## src/rtl/axis_pkg.sv

```systemverilog
// axis_pkg: shared stream FSM state enum and lane-width constant
package axis_pkg;
  localparam int LANE_W = 32;
  typedef enum logic [1:0] {IDLE, SEND, GAP, FIN} state_t;
endpackage

```

## src/rtl/axis_lane_pattern.sv

```systemverilog
// axis_lane_pattern: combinational payload, 32-bit lane i = beat_ctr ^ i (in beat_ctr, out data)
module axis_lane_pattern import axis_pkg::*; #(
  parameter int WIDTH = 128
) (
  input  logic [LANE_W-1:0] beat_ctr,
  output logic [WIDTH-1:0]  data
);
  for (genvar g = 0; g < WIDTH / LANE_W; g++) begin : g_lane
    assign data[g*LANE_W +: LANE_W] = beat_ctr ^ LANE_W'(g);
  end
endmodule

```

## src/rtl/axis_pkt_gen_v1.sv

```systemverilog
// axis_pkt_gen_v1: AXI-Stream packet generator; start/config in, master_* stream out, busy/done/beats_sent status
module axis_pkt_gen_v1 import axis_pkg::*; #(
  parameter int WIDTH = 128,
  parameter int LEN_W = 16
) (
  input  logic             aclk,
  input  logic             areset,
  input  logic             start,
  input  logic [LEN_W-1:0] pkt_len,
  input  logic [LEN_W-1:0] num_pkts,
  input  logic [LEN_W-1:0] gap,
  input  logic [31:0]      seed,
  output logic [WIDTH-1:0] master_tdata,
  output logic             master_tvalid,
  input  logic             master_tready,
  output logic             master_tlast,
  output logic             busy,
  output logic             done,
  output logic [31:0]      beats_sent
);
  state_t state, state_nx;
  logic [LEN_W-1:0] len_m1, beat_idx, pkts_left, gap_r, gap_cnt;
  logic [31:0] beat_ctr;
  logic [WIDTH-1:0] pattern;
  logic hs, last_beat, accept;
  axis_lane_pattern #(.WIDTH(WIDTH)) u_pat (.beat_ctr(beat_ctr), .data(pattern));
  assign accept = state == IDLE && start;
  assign master_tvalid = state == SEND;
  assign hs = master_tvalid && master_tready;
  assign last_beat = beat_idx == len_m1;
  assign master_tlast = master_tvalid && last_beat;
  assign master_tdata = master_tvalid ? pattern : '0;
  assign busy = state == SEND || state == GAP;
  assign done = state == FIN;
  always_comb begin
    state_nx = state;
    state_nx = state == IDLE ? (start ? (num_pkts == '0 ? FIN : SEND) : IDLE)
             : state == SEND ? (hs && last_beat ? (pkts_left == LEN_W'(1) ? FIN : gap_r != '0 ? GAP : SEND) : SEND)
             : state == GAP  ? (gap_cnt == '0 ? SEND : GAP)
             : IDLE;
  end
  always_ff @(posedge aclk or posedge areset)
    if (areset) state <= IDLE;
    else state <= state_nx;
  always_ff @(posedge aclk or posedge areset)
    if (areset) begin
      len_m1     <= '0;
      beat_idx   <= '0;
      pkts_left  <= '0;
      gap_r      <= '0;
      gap_cnt    <= '0;
      beat_ctr   <= '0;
      beats_sent <= '0;
    end else begin
      if (accept) begin
        len_m1     <= pkt_len == '0 ? '0 : pkt_len - LEN_W'(1);
        pkts_left  <= num_pkts;
        gap_r      <= gap;
        beat_ctr   <= seed;
        beats_sent <= '0;
        beat_idx   <= '0;
      end
      if (hs) begin
        beat_ctr   <= beat_ctr + 32'd1;
        beats_sent <= beats_sent + 32'd1;
        beat_idx   <= last_beat ? '0 : beat_idx + LEN_W'(1);
        if (last_beat) begin
          pkts_left <= pkts_left - LEN_W'(1);
          gap_cnt   <= gap_r - LEN_W'(1);
        end
      end
      if (state == GAP) gap_cnt <= gap_cnt - LEN_W'(1);
    end
endmodule

```

## config.mk

```make
export PLATFORM = sky130hd
export DESIGN_NAME = axis_pkt_gen_v1
export DESIGN_NICKNAME = d
export VERILOG_FILES = /design/src/rtl/axis_pkg.sv /design/src/rtl/axis_lane_pattern.sv /design/src/rtl/axis_pkt_gen_v1.sv
export SDC_FILE = /design/constraint.sdc
export NUM_CORES = 1
export LEC_CHECK = 0
export CORE_UTILIZATION = 46
export CTS_CLUSTER_DIAMETER = 200
export CTS_CLUSTER_SIZE = 8
export DETAILED_ROUTE_END_ITERATION = 10
export GPL_TIMING_DRIVEN = 0
export PLACE_DENSITY = 0.84
export SYNTH_ARGS = -nofsm -noshare
export SYNTH_HDL_FRONTEND = slang
export SYNTH_HIERARCHICAL = 1
export SYNTH_SLANG_ARGS = --single-unit
```

## constraint.sdc

```tcl
create_clock -name aclk -period 4.5 [get_ports aclk]
set_input_delay 0.45 -clock aclk [delete_from_list [all_inputs] [get_ports aclk]]
set_output_delay 0.45 -clock aclk [all_outputs]
set_load 0.01 [all_outputs]
```

==> reports/summary.txt, run 1 <==
Netlist cell types: 72
First-pass GRT wire length: 48,600 um
Top FF cell, synth: dfrtp_1
MaxCap Viol Count: 0
CP Max Fanout: 10
GP Congestion: 0.926
CTS tree: done
Peak Freq: 0.254 GHz
CP most frequent cell: clkbuf_1
CTS H-tree lvls: 4
Vias in the first global route: 9,523
Clock Tree Root: clkbuf_16
Routed Antenna Nets: 0
GRT overflow: 0
FFs w/ async S/R, synth: 1.00
Post-CTS setup buffer count: 0
RSZ-0062 raised after global routing: false
Largest net degree at the start of global routing: 94
WP data arrival: 4.23 ns
Post-CTS sizing: 0
Hold Violations, Final: 0
Largest area contributor in the netlist: dfrtp_1
CTS Hold Bufs: 0
Critical Setup Path Class: reg2reg
Worst setup EP type: register
Final hold slack: 0.455 ns
Crit path max-delay family: buffers and inverters
Avg Inst Size Synth: 8.38 sq um
Critical-path cell list: inv_1 > ha_1 > clkbuf_1 > clkbuf_1 > clkbuf_1 > mux2i_1 > ha_1 > o2111ai_1 > a211oi_1 > o21ai_0 > a311o_1
HP Class: in2async
Buf/Inv on CP: 4
Mapped Area: 10,200 sq um
Initial Utilization: 0.469
Row count: 54
Synth warn: 6
Critical Path Source Type: register
Setup Skew: 0.00880 ns
Buffers on Ports: 247
Ranking of synthesized cells by area: dfrtp_1 36%, buf_4 9.4%, and2_1 8.2%
Clk_lat worst skew: 0.42 ns
GRT Overall Usage: 0.273
Cell count after synthesis: 1,220
Final routed DRC violation total: 0
Post-synth top area share: 0.357
Max incr delay on CP: 0.48 ns
Power per standard cell area: 603 nW/um^2
Drt first pass iters: 5
Max clock buf depth: 2
Die boundary width: 151 um
Via count: 9,778
# IOs: 248
#FFs+latches synth: 146
DIE AREA: 22,800 sq um
Post-synth top cells: 146 x dfrtp_1, 139 x nand2_1, 134 x and2_1
Synth-to-Final Area Change: 34.0%
DP HPWL: 23,200 um
Final Critical Period: 3.93 ns
Data required time of the critical path: 4.80 ns
Synth Net Count: 1,316
Vias per std cell: 5.49
VDD IR max: 0.352 mV
Layout cells sized above 1: 0.143
Finish-stage setup viols: 0
Outcome: finished clean
Most common cell in the synthesized netlist: dfrtp_1
Total CTS buffers: 17
Drt wl/cell: 17.1 um
Die Span Y: 151 um
Routed wire length: 30,500 um
Clk slew on worst S/H paths: 0.06 ns
Fill count: 1,886
Tot Pwr: 8.26 mW
Initial drt markers: 801
Initial antenna violation count: 3
Slew @ Worst Pin: 0.972 ns
Slowest stage cell, crit path: clkbuf_1
Post-synthesis sequential area ratio: 0.357
Period utilisation layout: 0.873
Max-slew violation count: 0
CTS Sinks: 146
# nets final: 1,583
Core area: 21,800 sq um
P_leak: 5.78 nW
EDFF count, synth: 0
Max_slew headroom: 0.346
==> metrics by stage <==
stage	TNS, ns	area, sq um	utilization	instances	setup WS, ns
2_1_floorplan	0	10200	-	1220	0.127
3_3_place_gp	-287.32	13100	0.598	1747	-1.98
3_5_place_dp	0	13100	0.600	1748	0.671
4_1_cts	0	13700	0.628	1780	0.662
5_1_grt	0	13700	0.628	1782	0.308
6_report	0	13700	0.628	1782	0.571
==> final timing paths <==
check | startpoint | endpoint | slack, ns | depth (start not counted)
max | state[0] | gap_cnt[6] | 0.57 | 11
min | areset | beats_sent[13] | 0.45 | 2
max reg2reg | state[0] | gap_cnt[6] | 0.57 | 11
min reg2reg | beats_sent[31] | beats_sent[31] | 0.49 | 1
max in group asynchronous | areset | beat_idx[3] | 3.21 | 3
min in group aclk | beats_sent[31] | beats_sent[31] | 0.49 | 1
==> power by group <==
part	internal (mW)	switching, mW	total [mW]
Combinational	2.54	1.90	4.44
Sequential	1.69	0.650	2.35
Clock	0.906	0.573	1.48
Total	5.14	3.12	8.26
==> sequential cells by signal, indices dropped and copies added, names as in the netlist <==
register,cells
beats_sent,32
len_m1,16
beat_ctr,32
gap_r,16
state,2
beat_idx,16
gap_cnt,16
pkts_left,16
==> cell type report <==
cell class / instances / area [sq um] / share of cell area
multi-input combinational: 875 / 5300 / 0.387
sequential: 146 / 3650 / 0.267
timing repair buffer: 248 / 2500 / 0.182
buffer: 180 / 1210 / 0.0881
clock buffer: 21 / 460 / 0.0336
tap: 280 / 350 / 0.0256
clock inverter: 11 / 153 / 0.0111
inverter: 19 / 76.3 / 0.00557
antenna: 2 / 5.00 / 0.000365
==> layout by cell type, fill, tap and decap left out, types with 14 or more instances in the layout <==
master and n:
a211oi_1 16, a21oi_1 34, and2_1 134, and3_1 21, buf_4 128, clkbuf_1 38
clkbuf_16 17, clkdlybuf4s50_1 247, dfrtp_1 146, inv_1 18, mux2i_1 16, nand2_1 139
nand3_1 57, nand4_1 17, nor2_1 89, nor3_1 40, nor4_1 14, o21ai_0 66
o22ai_1 14, xnor2_1 20, xor2_1 37
==> routing by layer <==
| metal | GRT usage | vias up | wire [um] |
|---|---|---|---|
| met5 | 0 | - | 0 |
| met4 | 0.103 | 0 | 791 |
| met3 | 0.0485 | 61 | 1930 |
| met2 | 0.486 | 399 | 15300 |
| met1 | 0.327 | 4649 | 12400 |
| li1 | - | 4669 | - |
==> logic make-up (layout without fill, tap and decap cells) <==
kind of cell               Yosys count  after routing  synth area share
DFF                                146            146             0.357
muxes                               20             20            0.0201
adders and majority gates           12             12            0.0147
other                                0              2                 0
and+or+nand+nor                    578            578             0.300
AOI/OAI and AO/OA                  208            208             0.134
xor gates and xnor gates            57             57            0.0488
buffers and inverters              199            479             0.125
No activity file was read; power rests on OpenSTA's default activity.
==> run 2, diff against run 1 <==
- CTS_CLUSTER_SIZE: 8 -> 14
==> results of run 2 <==
No change in the layout: final DEF, timing and power equal those of run 1.
